### src/rtl/img_proc_pkg.sv
// Shared types for the image LUT loader: FSM states and stream width helper.
// WAIT_SOF only exists when IMG_LUT_LOADER_FRAME_SYNC_EN is defined.
package img_proc_pkg;

`ifdef IMG_LUT_LOADER_FRAME_SYNC_EN
  typedef enum logic [1:0] {
    ST_IDLE     = 2'd0,
    ST_WAIT_SOF = 2'd1,
    ST_LOAD     = 2'd2,
    ST_DRAIN    = 2'd3
  } state_t;
`else
  typedef enum logic [1:0] {
    ST_IDLE  = 2'd0,
    ST_LOAD  = 2'd2,
    ST_DRAIN = 2'd3
  } state_t;
`endif

  // Pixel width rounded up to whole bytes for the stream bus.
  function automatic int tdata_width(input int px);
    return ((px + 7) / 8) * 8;
  endfunction

endpackage

### src/rtl/img_lut_loader_if.sv
// Stream input and LUT write-port interfaces for img_lut_loader.
// The ctrl port carries one table write per wr_stb.
interface axi4_stream_if #(
  parameter int TDATA_WIDTH = 16
);
  logic                   tvalid;
  logic                   tready;
  logic                   tlast;
  logic                   tuser;
  logic [TDATA_WIDTH-1:0] tdata;

  modport master (
    output tvalid, tlast, tuser, tdata,
    input  tready
  );
  modport slave (
    input  tvalid, tlast, tuser, tdata,
    output tready
  );
endinterface

interface img_lut_ctrl_if #(
  parameter int PX_WIDTH = 10
);
  logic [PX_WIDTH-1:0] orig_px;
  logic [PX_WIDTH-1:0] mod_px;
  logic                wr_stb;

  modport master (
    output orig_px, mod_px, wr_stb
  );
  modport slave (
    input  orig_px, mod_px, wr_stb
  );
endinterface

### src/rtl/img_lut_loader.sv
// Streams a full pixel LUT into the table write port, checking table length.
// Define IMG_LUT_LOADER_FRAME_SYNC_EN to hold the load until start-of-frame.
module img_lut_loader
  import img_proc_pkg::*;
#(
  parameter int PX_WIDTH = 10
) (
  input  logic           clk_i,
  input  logic           rst_i,
  input  logic           start_i,
  input  logic           sof_i,
  axi4_stream_if.slave   lut_data_i,
  img_lut_ctrl_if.master img_lut_ctrl_o,
  output logic           busy_o,
  output logic           done_o,
  output logic           err_o
);

  localparam int CW = PX_WIDTH + 1;
  localparam logic [CW-1:0] LAST = {1'b0, {PX_WIDTH{1'b1}}};

  state_t              state_q, state_d;
  logic [CW-1:0]       cnt_q, cnt_d;
  logic                stb_q, stb_d;
  logic                done_q, done_d;
  logic                err_q, err_d;
  logic [PX_WIDTH-1:0] orig_q, orig_d;
  logic [PX_WIDTH-1:0] mod_q, mod_d;
  logic                tready;
  logic                acc;
  logic                unused;

  assign tready = (state_q == ST_LOAD) || (state_q == ST_DRAIN);
  assign acc    = lut_data_i.tvalid & tready;

  always_comb begin
    state_d = state_q;
    cnt_d   = cnt_q;
    err_d   = err_q;
    stb_d   = 1'b0;
    done_d  = 1'b0;
    orig_d  = orig_q;
    mod_d   = mod_q;
    unique case (state_q)
      ST_IDLE: begin
        if (start_i) begin
          err_d = 1'b0;
          cnt_d = '0;
`ifdef IMG_LUT_LOADER_FRAME_SYNC_EN
          state_d = ST_WAIT_SOF;
`else
          state_d = ST_LOAD;
`endif
        end
      end
`ifdef IMG_LUT_LOADER_FRAME_SYNC_EN
      ST_WAIT_SOF: begin
        if (sof_i) state_d = ST_LOAD;
      end
`endif
      ST_LOAD: begin
        if (acc) begin
          stb_d  = 1'b1;
          orig_d = cnt_q[PX_WIDTH-1:0];
          mod_d  = lut_data_i.tdata[PX_WIDTH-1:0];
          cnt_d  = cnt_q + 1'b1;
          if (lut_data_i.tlast) begin
            state_d = ST_IDLE;
            done_d  = 1'b1;
            if (cnt_q != LAST) err_d = 1'b1;
          end else if (cnt_q == LAST) begin
            // Table overflow: keep the stream moving but stop writing.
            err_d   = 1'b1;
            state_d = ST_DRAIN;
          end
        end
      end
      ST_DRAIN: begin
        if (acc && lut_data_i.tlast) begin
          state_d = ST_IDLE;
          done_d  = 1'b1;
        end
      end
      default: state_d = ST_IDLE;
    endcase
  end

  always_ff @(posedge clk_i) begin
    if (rst_i) begin
      state_q <= ST_IDLE;
      cnt_q   <= '0;
      stb_q   <= 1'b0;
      done_q  <= 1'b0;
      err_q   <= 1'b0;
      orig_q  <= '0;
      mod_q   <= '0;
    end else begin
      state_q <= state_d;
      cnt_q   <= cnt_d;
      stb_q   <= stb_d;
      done_q  <= done_d;
      err_q   <= err_d;
      orig_q  <= orig_d;
      mod_q   <= mod_d;
    end
  end

  assign lut_data_i.tready      = tready;
  assign img_lut_ctrl_o.wr_stb  = stb_q;
  assign img_lut_ctrl_o.orig_px = orig_q;
  assign img_lut_ctrl_o.mod_px  = mod_q;
  assign busy_o                 = (state_q != ST_IDLE);
  assign done_o                 = done_q;
  assign err_o                  = err_q;

  assign unused = ^{sof_i, lut_data_i.tuser, lut_data_i.tdata};

endmodule

### src/flat_wrapper.sv
// flat-port wrapper written by rule: the top's interface ports become plain ports
module img_lut_loader_flat import img_proc_pkg::*;
#(
  parameter int PX_WIDTH = 10
)
  (clk_i, rst_i, start_i, sof_i, busy_o, done_o, err_o, lut_data_i_tvalid, lut_data_i_tlast, lut_data_i_tuser, lut_data_i_tdata, lut_data_i_tready, img_lut_ctrl_o_orig_px, img_lut_ctrl_o_mod_px, img_lut_ctrl_o_wr_stb);
  axi4_stream_if #(.TDATA_WIDTH((tdata_width((10))))) lut_data_i_i ();
  img_lut_ctrl_if #(.PX_WIDTH(PX_WIDTH)) img_lut_ctrl_o_i ();
  input  logic clk_i;
  input  logic rst_i;
  input  logic start_i;
  input  logic sof_i;
  output logic busy_o;
  output logic done_o;
  output logic err_o;
  input wire logic [$bits(lut_data_i_i.tvalid)-1:0] lut_data_i_tvalid;
  input wire logic [$bits(lut_data_i_i.tlast)-1:0] lut_data_i_tlast;
  input wire logic [$bits(lut_data_i_i.tuser)-1:0] lut_data_i_tuser;
  input wire logic [$bits(lut_data_i_i.tdata)-1:0] lut_data_i_tdata;
  output wire logic [$bits(lut_data_i_i.tready)-1:0] lut_data_i_tready;
  output wire logic [$bits(img_lut_ctrl_o_i.orig_px)-1:0] img_lut_ctrl_o_orig_px;
  output wire logic [$bits(img_lut_ctrl_o_i.mod_px)-1:0] img_lut_ctrl_o_mod_px;
  output wire logic [$bits(img_lut_ctrl_o_i.wr_stb)-1:0] img_lut_ctrl_o_wr_stb;
  assign lut_data_i_i.tvalid = lut_data_i_tvalid;
  assign lut_data_i_i.tlast = lut_data_i_tlast;
  assign lut_data_i_i.tuser = lut_data_i_tuser;
  assign lut_data_i_i.tdata = lut_data_i_tdata;
  assign lut_data_i_tready = lut_data_i_i.tready;
  assign img_lut_ctrl_o_orig_px = img_lut_ctrl_o_i.orig_px;
  assign img_lut_ctrl_o_mod_px = img_lut_ctrl_o_i.mod_px;
  assign img_lut_ctrl_o_wr_stb = img_lut_ctrl_o_i.wr_stb;
  img_lut_loader #(.PX_WIDTH(PX_WIDTH)) u_core (.clk_i(clk_i), .rst_i(rst_i), .start_i(start_i), .sof_i(sof_i), .lut_data_i(lut_data_i_i), .img_lut_ctrl_o(img_lut_ctrl_o_i), .busy_o(busy_o), .done_o(done_o), .err_o(err_o));
endmodule
### config.mk
export PLATFORM = sky130hd
export DESIGN_NAME = img_lut_loader_flat
export DESIGN_NICKNAME = d
export VERILOG_FILES = /design/src/rtl/img_proc_pkg.sv /design/src/rtl/img_lut_loader_if.sv /design/src/rtl/img_lut_loader.sv /design/src/flat_wrapper.sv
export SDC_FILE = /design/constraint.sdc
export NUM_CORES = 1
export LEC_CHECK = 0
export CORE_UTILIZATION = 25
export DETAILED_ROUTE_END_ITERATION = 6
export PLACE_DENSITY = 0.54
export SKIP_CTS_REPAIR_TIMING = 1
export SLEW_MARGIN = 40
export SYNTH_ARGS = -nofsm -noshare
export SYNTH_HDL_FRONTEND = slang
export SYNTH_SLANG_ARGS = --single-unit
### constraint.sdc
create_clock -name clk_i -period 1.41 [get_ports clk_i]
set_clock_uncertainty 0.2 [all_clocks]
set_input_delay 0.141 -clock clk_i [delete_from_list [all_inputs] [get_ports clk_i]]
set_output_delay 0.141 -clock clk_i [all_outputs]
set_load 0.1 [all_outputs]
=== After elaboration in Yosys (flattened, before gate mapping) ===
Index checks and enable logic that the tools add are counted.
Widths: inputs -> output; s select.

* $add $sub $neg: 1
* $mul: 0
* Divide/modulo/power cells: 0
* Order comparisons: 0
* Equality and inequality tests: 9
* Shift-type cells: 0
* Mux-type cells: 20
* Bitwise logic cells: 2
* Reduce and logical (&&, ||, !) cells: 10

{| class="wikitable"
|+ Operators with widths
! kind !! count
|-
| $mux 11 || 2
|-
| $pmux 11 s2 || 1
|-
| $add 11x1->11 const B || 1
|-
| $eq 11x10->1 const B || 1
|-
| $ne 11x10->1 const B || 1
|-
| $mux 2 || 5
|-
| $mux 1 || 9
|-
| $ne 3x3->1 const B || 2
|-
| $pmux 2 s3 || 1
|-
| $reduce_and 5->1 || 1
|-
| $eq 2x2->1 const B || 2
|-
| $ne 2x2->1 const B || 2
|-
| $pmux 1 s2 || 2
|-
| $reduce_and 4->1 || 1
|-
| $reduce_bool 2->1 || 2
|-
| $reduce_and 3->1 || 1
|-
| $logic_not 2->1 || 1
|-
| $ne 2x1->1 const B || 1
|-
| $reduce_and 2->1 || 1
|-
| $reduce_or 2->1 || 1
|-
| $and 1x1->1 || 1
|-
| $logic_and 1x1->1 || 1
|-
| $logic_or 1x1->1 || 1
|-
| $not 1->1 || 1
|}

* Bits in registers: 36
* Bits in latches: 0
* Memory bits (writable): 0
* ROM bits: 0
* Bits of input ports: 23
* Memories kept: 0

=== Longest topological paths before layout ===
Gate-level depths: netlist (run 1).

* Depth after elaboration: 6
* Gate-level depth with buffers: 6
* Mapped depth without buffers: 5

=== Worst setup path before layout (run 1) ===
OpenSTA, ideal clock, no wires.

* Kind: register to output
* From: reg u_core.state_q[1]
* To: out lut_data_i_tready
* Arrival time: 1.427 ns
* Data required time: 1.069 ns
* Slack: -0.358 ns
* Cell stages (with the launch flop): 3
* Path buffers: 2
* Path through: dfxtp_1 -> buf_2 -> clkbuf_1

* Word-level cells in the longest chain between the ends: 2
* Elaborated cells on any way between the ends: 3

{| class="wikitable"
|+ RTL lines
! element !! RTL line !! RTL
|-
| start, declared || img_lut_loader.sv:22 || <nowiki>state_t state_q, state_d;</nowiki>
|-
| start signal, assigned || img_lut_loader.sv:98 || <nowiki>state_q <= state_d;</nowiki>
|-
| $eq 2x2->1 || img_lut_loader.sv:33 || <nowiki>assign tready = (state_q == ST_LOAD) || (state_q == ST_DRAIN);</nowiki>
|-
| $logic_or 1x1->1 * || img_lut_loader.sv:33 ||
|-
| end, declared || flat_wrapper.sv:20 || <nowiki>output wire logic [$bits(lut_data_i_i.tready)-1:0] lut_data_i_tready;</nowiki>
|}

Mark *: on every way between the ends. The rest lies on a longest branch, timed or not.

=== Final worst setup path (run 1) ===
* From: reg u_core.cnt_q[1]
* To: reg u_core.cnt_q[10]

* Word-level cells in the longest chain between the ends: 3

{| class="wikitable"
|+ RTL lines
! element !! RTL line !! RTL
|-
| start, declared || img_lut_loader.sv:23 || <nowiki>logic [CW-1:0] cnt_q, cnt_d;</nowiki>
|-
| start signal, assigned || img_lut_loader.sv:99 || <nowiki>cnt_q <= cnt_d;</nowiki>
|-
| $add 11x1->11 || img_lut_loader.sv:66 || <nowiki>cnt_d = cnt_q + 1'b1;</nowiki>
|-
| $mux 11 || img_lut_loader.sv:62 || <nowiki>if (acc) begin</nowiki>
|-
| $pmux 11 s2 || img_lut_loader.sv:44 || <nowiki>unique case (state_q)</nowiki>
|}

Every way passes these cells. The select of a mux whose other input is x is not followed.
A chain may end at the register's enable or synchronous reset.

==> impl_results.md, run 1 <==
* Clock Latency Late Sink at 0.29 ns
* Reg2Reg Depth at 5
* DR WL/cell at 11.7 um
* First-pass GRT wire length at 5880 um
* Simple-gate area share of the yosys netlist at 27.4%
* Part of the cycle the worst path needs at 112%
* I/O Buffers at 39
* Largest family of logic cells by synthesized area: simple AND/OR/NAND/NOR gates
* Area contributors post-synth: dfxtp_1 49%, nand2_1 11%, a21oi_1 8.1%
* Worst slack at placement at -0.352 ns
* Clk slew on worst S/H paths at 0.08 ns
* Post-synth cell types at 30
* Final core utilization at 45.7%
* Critical R2R Launch: u_core.cnt_q[1]
* VDD IR max at 0.361 mV
* Largest net degree at the start of global routing at 23
* Hold Slack at around 0.042 ns
* Flop-to-flop setup slack at -0.16 ns
* WHS Path Cells at 3
* Mean post-synth cell area at 8.66 um^2
* Fmax at 635 MHz
* Yosys reg bits at 36
* Die span in x at a little under 80 um
* CTS Sinks at 36
* First-pass DRT Iterations at 5
* Synth Area in XOR/XNOR at just under 6%
* ANT nets after route at 0
* Post-synthesis compound-gate area fraction at 12.0%
* Number of global-route vias before repair at 1308
* Clock tree buffer depth at 2
* Post-synthesis sequential area ratio at 48.6%
* Hold endpoint: u_core.cnt_q[1]
* GRT Util Overall at 12.0%
* CTS tree: built
* Hpwl dp at 2370 um
* Final WS setup at -0.165 ns
* Mux cell area share after synthesis at 1.52%
* Mapped Area at 1480 um^2
* Most common cell after layout, fill and taps aside: nand2_1
* Iteration-0 DRC Markers at 43
* PwrDens at 858 nW/um^2
* Row cnt at 27
* FF-to-FF End: u_core.cnt_q[10]
* Unrepaired setup endpoints after global routing: true
* DIE AREA at 6240 um^2
* Core ar. at ~5600 um^2
* Initial antenna violation count at 0
* Vias at 1337
* Final Hold Vio Count at 0
* DR DRC count at 0
* Grt total ovfl at 0
* Num CTS Buffers at 5
* Hold path startpoint: lut_data_i_tvalid
* Crit path cell chain: ha_4, nand4b_1, nor4_2, xnor2_1, nor2_1
* Commonest cells after routing, fill and taps aside: 45 x nand2_1, 27 x buf_12, 26 x dfxtp_2
* Area Overhead vs Synth at 73.1%
* Status: finished, violations left
* Worst EP arrival at roughly 1.6 ns
* GPL Wtd Cong at 0.782
* Max Cap Violations at 0
* Syn Nets at 195
* Die Height at between 70 and 80 um
* Warnings, synthesis at 0
* H-tree depth at 2
* Failing checks: negative setup slack
* Synth area leader: dfxtp_1
* CP Capture Type: flip-flop
* Final total power at 2200 uW
* Largest stage delay on the critical path at 0.37 ns
* Worst Path Required at around 1.4 ns
* Fin nets at 254
* Hold/Removal Path Class: primary input to flip-flop
* Cells after Synth at 171
* Fraction of final layout cells sized beyond drive strength 1 at about 45%
* Worst slew pin tran at 0.488 ns
* Starting Density at 26.4%
* Post-Synth Adder-Cell Area at less than 1%
* IO Pins at between 40 and 50
* # setup viols final at 11
* CP Launch Type: flip-flop
* CTS Root Cell: clkbuf_8
* Slowest-stage cell, CP: dfxtp_4
* Routed WL at 3550 um
* Worst Setup Path Type: flip-flop to flip-flop
* Leakage Power at around 0.0009 uW
* Share of the synthesized area in the top cell type at between 40% and 50%
* Tmin final at 1.57 ns
* Fin. max-slew vios at 0
* Diodes inserted at 0
* Rel. slew slack at roughly two thirds
* Vias/cell at 4.41
* Worst Path Max Fanout at 3
worst max-delay path: cells and delay by family, from the launching register on:
kind          cells  cell delay (ns)
simple gates      3             0.60
flops             1             0.37
xor+xnor          1             0.16
fa+ha+maj         1             0.15
cells in the mapped netlist, drive strengths merged:
library cell,instances
and3,1
nor4b,1
buf,3
nor3b,3
nand4,2
or2,1
nand2,45
a21oi,24
a211oi,1
mux2i,1
nand3,4
nor4,4
a21o,1
nand2b,1
xnor2,10
o21ai,1
nor3,2
ha,1
nor2,13
clkbuf,9
a22oi,1
inv,1
nand4b,1
a311oi,2
dfxtp,36
o21bai,1
nand3b,1
per-stage QoR:
step	area [um^2]	instances	TNS, ns
after global routing	2560	303	-1.68
after floorplan	1520	171	-0.0422
final	2560	303	-0.937
after global placement	2400	293	-7.62
after CTS	2490	301	-1.11
after detailed placement	2400	293	-8.52
where the power goes:
group,leakage (uW),internal [uW],switching (uW)
clock network,0.0000479,344,390
registers,0.000306,1030,20.7
logic,0.000565,169,242
cell families (layout without fill, tap and decap cells):
group / count (synthesis) / count (layout)
mux: 1 / 1
flops: 36 / 36
buf+inv: 13 / 73
xor+xnor: 10 / 10
simple gates: 79 / 79
compound gates: 31 / 31
fa+ha+maj: 1 / 1
cell type report:
type                       count  area [um^2]
clock buffer                   5         68.8
sequential                    36          764
multi-input combinational    122          751
inverter                       1         3.75
timing repair buffer          64          867
clock inverter                 3         18.8
tap                           72         90.1
fill                         537         3040
state kept, by name (all words and copies together) (netlist names):
signal                         flops
u_core.img_lut_ctrl_o.wr_stb       1
u_core.img_lut_ctrl_o.orig_px     10
u_core.img_lut_ctrl_o.mod_px      10
u_core.state_q                     2
u_core.done_o                      1
u_core.cnt_q                      11
u_core.err_o                       1
worst max path at each step:
stage	endpoint	startpoint	cells past startpoint
global placement	u_core.cnt_q[7]	lut_data_i_tvalid	5
floorplan	u_core.cnt_q[6]	u_core.cnt_q[0]	5
global route	u_core.cnt_q[6]	u_core.cnt_q[0]	6
detailed placement	u_core.cnt_q[10]	lut_data_i_tvalid	5
finish	u_core.cnt_q[10]	u_core.cnt_q[1]	5
CTS	busy_o	u_core.state_q[0]	3
per-layer routing:
layer / vias to the layer above / share of wire [%] / routed length (um) / GRT usage (%)
li1: 688 / - / - / -
met1: 597 / 47 / 1670 / 15.5
met2: 42 / 46 / 1620 / 18.5
met3: 10 / 5.1 / 181 / 2.99
met4: 0 / 2.1 / 73 / 6.18
met5: - / 0 / 0 / 0
No activity file was read; power rests on OpenSTA's default activity.
==> inputs of run 2 (changes only) <==
Settings changed: CTS_CLUSTER_SIZE set to 12, GPL_TIMING_DRIVEN set to 0.
==> run 2 against run 1 <==
The run still ends with negative setup slack left. Wire length fell by 2.6%. Via count fell by 2.8%. Cell count fell by 4.3%. Fmax rose by 2.1%. Register-to-register slack improved by 0.05 ns. Largest power group unchanged. Die area did not move. Core utilization fell by 7.5 points. Clock-buffer cell count did not move. Setup slack improved by 0.032 ns. Flip-flop and latch count did not move. Sequential power barely moved. Highest routed layer unchanged. Combinational power fell by 10%.
==> impl_results.md, run 2 (synthesized netlist as in run 1, its figures left out) <==
* Max Cap Violations at 0 (unchanged)
* Worst EP arrival at 1.20 ns (was 1.56 ns)
* First-pass GRT wire length at 5150 um (was 5880 um)
* Pint at 1500 uW (was 1550 uW)
* Part of the cycle the worst path needs at 109% (was 112%)
* Clock Latency Late Sink at 0.29 ns (about the same)
* Top Family by Delay on Critical Path: flip-flops (was simple AND/OR/NAND/NOR gates)
* Most flops, register: u_core.cnt_q (unchanged)
* CTS Sinks at 36 (unchanged)
* Register share of total power at 49.2% (was 47.9%)
* Most common cell after layout, fill and taps aside: nand2_1 (unchanged)
* GRT Util Overall at 10.6% (was 12.0%)
* Core ar. at 5610 um^2 (unchanged)
* Max reg flops at 11 (unchanged)
* Hold/Removal Path Class: primary input to flip-flop (unchanged)
* Design area at 2140 um^2 (was 2560 um^2)
* PwrDens at 993 nW/um^2 (was 858 nW/um^2)
* Slowest-stage cell, CP: dfxtp_4 (unchanged)
* CTS tree: built (unchanged)
* Fill cells at 582 (was 537)
* Failing checks: negative setup slack (unchanged)
* First-pass DRT Iterations at 4 (was 5)
* ANT nets after route at 0 (unchanged)
* Hpwl dp at 2240 um (was 2370 um)
* Iteration-0 DRC Markers at 70 (was 43)
* Worst Path Max Fanout at 8 (was 3)
* Final WS setup at -0.132 ns (was -0.165 ns)
* Hold Slack at 0.0458 ns (was 0.0424 ns)
* Clock Power Share at 33.5% (was 33.4%)
* Status: finished, violations left (unchanged)
* Leakage Power at 0.000767 uW (was 0.000920 uW)
* Clock tree buffer depth at 2 (unchanged)
* Die Height at 79.0 um (unchanged)
* Combinational share of power at 17.3% (was 18.7%)
* CP Buf/Inv Count at 2 (was 0)
* Commonest cells after routing, fill and taps aside: 45 x nand2_1, 27 x dfxtp_2, 24 x a21oi_1 (was 45 x nand2_1, 27 x buf_12, 26 x dfxtp_2)
* Grt total ovfl at 0 (unchanged)
* Row cnt at 27 (unchanged)
* Total net switching power at 631 uW (was 653 uW)
* H-tree depth at 2 (unchanged)
* DR WL/cell at 11.9 um (was 11.7 um)
* I/O Buffers at 37 (was 39)
* Number of global-route vias before repair at 1072 (was 1308)
* DIE AREA at 6240 um^2 (unchanged)
* Starting Density at 26.4% (unchanged)
* Worst Path Required at 1.07 ns (was 1.40 ns)
* IO Pins at 48 (unchanged)
* Worst Setup Path Type: flip-flop to primary output (was flip-flop to flip-flop)
* Diodes inserted at 0 (unchanged)
* CTS Root Cell: clkbuf_8 (unchanged)
* Fin. max-slew vios at 0 (unchanged)
* # setup viols final at 32 (was 11)
* Placed instance area at 1860 um^2 (was 2400 um^2)
* Area Overhead vs Synth at 44.8% (was 73.1%)
* Fmax at 648 MHz (was 635 MHz)
* Fraction of final layout cells sized beyond drive strength 1 at 42.7% (was 44.6%)
* Clk slew on worst S/H paths at 0.08 ns (about the same)
* Sw frac at 29.6% (was 29.7%)
* CP Capture Type: primary output (was flip-flop)
* Crit path cell chain: buf_8, or2_4, buf_12 (was ha_4, nand4b_1, nor4_2, xnor2_1, nor2_1)
* Vias/cell at 4.48 (was 4.41)
* DR DRC count at 0 (unchanged)
* Fin nets at 241 (was 254)
* Final Hold Vio Count at 0 (unchanged)
* Vias at 1299 (was 1337)
* Worst slew pin tran at 0.487 ns (was 0.488 ns)
* Largest net degree at the start of global routing at 13 (was 23)
* Die span in x at 79.0 um (unchanged)
* VDD IR max at 0.325 mV (was 0.361 mV)
* Initial antenna violation count at 0 (unchanged)
* Num CTS Buffers at 5 (unchanged)
* Unrepaired setup endpoints after global routing: true (unchanged)
* Routed WL at 3460 um (was 3550 um)
* Final total power at 2130 uW (was 2200 uW)
* GPL Wtd Cong at 0.729 (was 0.782)
* CP Launch Type: flip-flop (unchanged)
* Rel. slew slack at 67.7% (was 66.8%)
* Largest stage delay on the critical path at 0.38 ns (was 0.37 ns)
* Final core utilization at 38.2% (was 45.7%)
* Tmin final at 1.54 ns (was 1.57 ns)
run 2: worst paths after layout:
path / startpoint / to / slack [ns] / cells past startpoint
max: u_core.state_q[1] / busy_o / -0.13 / 3
min: lut_data_i_tvalid / u_core.done_o / 0.05 / 3
max reg2reg: u_core.cnt_q[0] / u_core.cnt_q[10] / -0.11 / 5
min reg2reg: u_core.img_lut_ctrl_o.mod_px[2] / u_core.img_lut_ctrl_o.mod_px[2] / 0.25 / 2
run 2: worst register-to-register path: stages, from the launching register on:
cell and delay [ns]:
dfxtp_4 0.38, ha_4 0.16, nand4b_1 0.15, nor4_2 0.32, xnor2_1 0.15, nor2_1 0.05
run 2: metrics by stage:
step | TNS (ns) | setup WS (ns) | instances
2_1_floorplan | -0.0422 | -0.0246 | 171
4_1_cts | -10.86 | -0.411 | 288
3_3_place_gp | -20.48 | -0.799 | 280
3_5_place_dp | -11.23 | -0.499 | 280
6_report | -1.27 | -0.132 | 290
5_1_grt | -3.59 | -0.197 | 290
run 2: final cells by class:
type	count	area, um^2	area share, %
multi-input cells	123	791	36.9
inverters	1	3.75	0.175
clock buffers	5	68.8	3.21
repair buffers	40	315	14.7
flip-flops and latches	36	769	35.9
well taps	72	90.1	4.20
plain buffers	10	87.6	4.08
clock inverters	3	18.8	0.875
run 2: layer usage:
metal  wire length [um]  track usage, %  vias to the layer above
met3                229            4.14                        4
li1                   -               -                      668
met5                  0               0                        -
met2               1540            15.3                       36
met1               1650            14.2                      591
met4                 34            3.82                        0
run 2: power groups by stage:
stage	sequential, uW	clock [uW]	combinational [uW]
after global placement	1070	0	333
after floorplan	1180	0	125
after CTS	1050	750	316
final	1050	713	369
after detailed placement	1070	0	316
after global routing	1050	804	388
==> RTL change 1: new RTL, config.mk and constraints of run 2 <==
The 3 states of `state_t` get a one-hot encoding in 3 bits.
--- a/src/rtl/img_proc_pkg.sv
+++ b/src/rtl/img_proc_pkg.sv
@@ -11,8 +11,8 @@
   } state_t;
 `else
-  typedef enum logic [1:0] {
-    ST_IDLE  = 2'd0,
-    ST_LOAD  = 2'd2,
-    ST_DRAIN = 2'd3
+  typedef enum logic [2:0] {
+    ST_IDLE  = 3'b001,
+    ST_LOAD  = 3'b010,
+    ST_DRAIN = 3'b100
   } state_t;
 `endif
Formal check against the unedited RTL: no difference found for any inputs over 10 cycles, from zero or initial values and one cycle with rst_i high; not proved beyond that.
==> RTL change 1 against run 2 <==
  * The run still ends with negative setup slack left
  * Critical path depth increased by 4
  * Setup slack got worse by 96 ps
  * Sequential cell count up 1
  * Final area is 22% higher
  * Die area is 4.7% higher
  * Final cell count is 11% higher
  * Routed wire length rose by 21%
  * Synthesized area up 4.8%
Power is not compared: it rests on default switching activity, and its combinational part moved more than twofold at a synthesized area within 25%.
==> RTL change 1: results (changes against run 2) <==
- Status: finished, violations left
- Failing checks: negative setup slack
- FILL cells: 569 (-2.2%)
- Initial DRT Pass Iterations: 4 (unchanged)
- R2R cell count: 7 (+2)
- First-pass GRT wire length: 5920 um (+15%)
- # setup viols final: 38 (+19%)
- Largest net degree at the start of global routing: 11 (-2)
- Ant diodes: 0 (unchanged)
- Vias in the first global route: 1269 (+18%)
- Register bank with the most flops: u_core.cnt_q
- Final WS setup: -228.2 ps (-95.69 ps)
- Clk root buf: clkbuf_8
- Post-DP HPWL: 2472 um (+11%)
- Worst Tran Pin Value: 642.8 ps (+155.7 ps)
- Total track usage: 11.98% (+1.3 points)
- Share of the yosys chip area belonging to registers: 47.70% (-0.95 points)
- Total negative slack: -6115 ps (-4848 ps)
- DR vias: 1480 (+14%)
- Worst Path Max Fanout: 6 (-2)
- Clock latency on the worst-skew pair: 280 ps
- Worst path arrival time: 1650 ps (+450 ps)
- # port buffers: 38 (+2.7%)
- Synthesized net count: 207 (+6.2%)
- Main area contributors after synthesis: dfxtp_1 48%, nand2_1 10%, a21oi_1 7.1%, xor2_1 5.6%, nor2_1 4.6%
- 1st-iter DRT viols: 84 (+20%)
- Routability Congestion: 0.8015 (+10%)
- Final nets: 271 (+12%)
- CTS Buf Count: 5 (unchanged)
- Placed Area: 1981 um2 (+6.7%)
- Slowest cell on crit path: clkdlybuf4s50_1
- CP max stage delay: 610 ps (+230 ps)
- Synth unique cells: 34 (+13%)
- Synth cell count leaders: 42 x nand2_1, 37 x dfxtp_1, 22 x a21oi_1
- Routed wire length: 4167 um (+21%)
[RTL change 1: power groups by stage]
stage | registers (mW) | clock network (mW) | logic (mW)
floorplan | 1.23 | 0 | 0.351
global placement | 1.15 | 0 | 0.582
detailed placement | 1.15 | 0 | 0.556
CTS | 1.12 | 0.772 | 0.558
global route | 1.13 | 0.838 | 0.894
finish | 1.13 | 0.744 | 0.856
[RTL change 1: kinds of logic (layout without fill, tap and decap cells)]
logic type               count (synthesis)  after routing  share of synthesized area, %
AND/OR/NAND/NOR                         82             82                         24.74
AO/OA/AOI/OAI                           38             38                         14.99
flip-flops                              37             37                         47.70
buffers and inverters                   14             78                         5.559
XOR/XNOR                                11             11                         6.205
adder cells (fa/ha/maj)                  1              1                        0.8057
[RTL change 1: path summary, 6_finish.rpt]
kind	from	slack, ps	endpoint
hold reg to reg	u_core.img_lut_ctrl_o.mod_px[9]	260	u_core.img_lut_ctrl_o.mod_px[9]
hold / removal	rst_i	70	u_core.state_q[0]
setup reg to reg	u_core.state_q[2]	-220	u_core.img_lut_ctrl_o.mod_px[3]
setup / recovery	lut_data_i_tvalid	-230	u_core.img_lut_ctrl_o.mod_px[3]
[RTL change 1: metal layers]
metal  wire length [um]  GRT usage [%]  part of all wire (%)
met4                 90          6.429                   2.2
met2               1941          18.24                    47
met1               1939          15.16                    47
met3                196          3.483                   4.7
met5                  0              0                     0
[RTL change 1: through the flow]
step | cells | hold WS [ps]
2_1_floorplan | 183 | 71.50
3_3_place_gp | 296 | 240.7
3_5_place_dp | 296 | 244.9
4_1_cts | 303 | 70.34
5_1_grt | 322 | 92.34
6_report | 322 | 65.57
[RTL change 1: worst max-delay path, delay by kind of cell]
kind / cells / cell delay, ps
compound gates: 1 / 120
simple gates: 2 / 380
buf+inv: 4 / 1000
[RTL change 1: cell type report]
type	count	area [um2]	share of cell area (%)
multi-input cells	132	963.4	36.72
flip-flops and latches	37	758.2	28.90
repair buffers	57	590.6	22.51
plain buffers	11	116.4	4.435
well taps	75	93.84	3.577
clock buffers	7	86.33	3.290
inverters	3	15.01	0.5722
==> RTL change 2: new RTL, config.mk and constraints of run 2 <==
Made on the original files. `PX_WIDTH` is set to 10 in 3 places; all go to 5.
--- a/src/rtl/img_lut_loader_if.sv
+++ b/src/rtl/img_lut_loader_if.sv
@@ -21,5 +21,5 @@
 
 interface img_lut_ctrl_if #(
-  parameter int PX_WIDTH = 10
+  parameter int PX_WIDTH = 5
 );
   logic [PX_WIDTH-1:0] orig_px;
--- a/src/rtl/img_lut_loader.sv
+++ b/src/rtl/img_lut_loader.sv
@@ -4,5 +4,5 @@
   import img_proc_pkg::*;
 #(
-  parameter int PX_WIDTH = 10
+  parameter int PX_WIDTH = 5
 ) (
   input  logic           clk_i,
--- a/src/flat_wrapper.sv
+++ b/src/flat_wrapper.sv
@@ -2,5 +2,5 @@
 module img_lut_loader_flat import img_proc_pkg::*;
 #(
-  parameter int PX_WIDTH = 10
+  parameter int PX_WIDTH = 5
 )
   (clk_i, rst_i, start_i, sof_i, busy_o, done_o, err_o, lut_data_i_tvalid, lut_data_i_tlast, lut_data_i_tuser, lut_data_i_tdata, lut_data_i_tready, img_lut_ctrl_o_orig_px, img_lut_ctrl_o_mod_px, img_lut_ctrl_o_wr_stb);
Ports: changed (resized img_lut_ctrl_o_mod_px and img_lut_ctrl_o_orig_px); port bits go from 48 to 38. No check against the original RTL was run, so the function may have changed too.
==> RTL change 2 against run 2 <==
  * The run still ends with negative setup slack left
  * Clock power is 57% lower
  * Global-route usage is 1.5 points higher
  * Synthesized cell count down 40%
  * Non-clock buffer count is 6 lower
  * Power down 44%
  * Final area fell by 31%
  * Synthesized area down 40%
  * Sequential cell count down 15
  * Hold slack lost 37 ps
  * Setup slack got worse by 98 ps
  * Sequential power shrank 42%
  * Routed wire length down 30%
==> RTL change 2: results (changes against run 2) <==
- # setup viols final: 16 (-50%)
- CTS clk-pin slew, worst paths: 130 ps (+50 ps)
- Final nets: 168 (-30%)
- Worst Path Max Fanout: 5 (-3)
- Final WS setup: -230.3 ps (-97.86 ps)
- Share of the yosys chip area belonging to registers: 47.46% (-1.2 points)
- Clk root buf: clkbuf_4
- Vias in the first global route: 685 (-36%)
- Via density: 4.672 (+4.3%)
- Status: finished, violations left
- CTS Buf Count: 3 (-2)
- Met2 WL: 1170 um (-24%)
- # port buffers: 23 (-38%)
- Worst hold path depth: 2 (-1)
- Routability Congestion: 0.7933 (+8.9%)
- Met1 WL: 1156 um (-30%)
- Failing checks: negative setup slack
- Pre-CTS setup slack: -499.5 ps (-0.7110 ps)
- Synth unique cells: 26 (-13%)
- Maximum vdd ir drop: 0.0002838 V (-13%)
- WL met3: 65 um (-72%)
- Post-DP HPWL: 1454 um (-35%)
- Htree depth: 1 (-1)
- Leak pwr: 0.5291 nW (-31%)
- Synthesized net count: 126 (-35%)
- Slew HR: 55.29% (-12 points)
-- RTL change 2: routing by layer --
layer / GRT usage (%) / vias up
met5: 0 / -
met2: 17.05 / 14
li1: - / 437
met3: 1.891 / 4
met4: 6.667 / 0
met1: 17.64 / 428
-- RTL change 2: final cells by class --
type | instances | area, um2
buffer | 7 | 63.81
clock buffer | 3 | 22.52
clock inverter | 1 | 5.005
fill | 351 | 1887
inverter | 2 | 7.507
multi-input combinational | 72 | 551.8
sequential | 21 | 445.4
tap | 46 | 57.56
timing repair buffer | 37 | 322.8
-- RTL change 2: path summary, 6_finish.rpt --
check | from | endpoint
hold reg to reg | u_core.img_lut_ctrl_o.orig_px[4] | u_core.img_lut_ctrl_o.orig_px[4]
setup reg to reg | u_core.state_q[0] | u_core.cnt_q[5]
hold / removal | rst_i | u_core.img_lut_ctrl_o.orig_px[2]
setup / recovery | u_core.state_q[0] | u_core.cnt_q[5]
-- RTL change 2: where the power goes --
part / leakage, nW / total, mW / switching [mW] / internal (mW)
Sequential: 0.178 / 0.612 / 0.00750 / 0.604
Clock: 0.0177 / 0.306 / 0.200 / 0.106
Combinational: 0.333 / 0.275 / 0.172 / 0.103
-- RTL change 2: through the flow --
stage | hold slack (ps) | area (um2) | instances
2_1_floorplan | 69.53 | 930.9 | 102
3_3_place_gp | 239.9 | 1219 | 171
3_5_place_dp | 243.4 | 1144 | 171
4_1_cts | -11.27 | 1171 | 175
5_1_grt | 37.85 | 1476 | 189
6_report | 8.467 | 1476 | 189
-- RTL change 2: kinds of logic (layout without fill, tap and decap cells) --
| group | after synthesis | count (layout) | synth area share, % |
|---|---|---|---|
| adders and majority gates | 1 | 1 | 1.412 |
| buffers and inverters | 9 | 50 | 4.942 |
| AOI/OAI and AO/OA | 25 | 25 | 16.10 |
| DFF | 21 | 21 | 47.46 |
| muxes | 1 | 1 | 1.553 |
| and+or+nand+nor | 45 | 45 | 28.53 |
-- RTL change 2: worst max-delay path, cell delays in order (launching register included) --
cell and delay (ps):
dfxtp_2 360, buf_6 120, nand4b_1 240, or4_4 530, a21oi_2 140
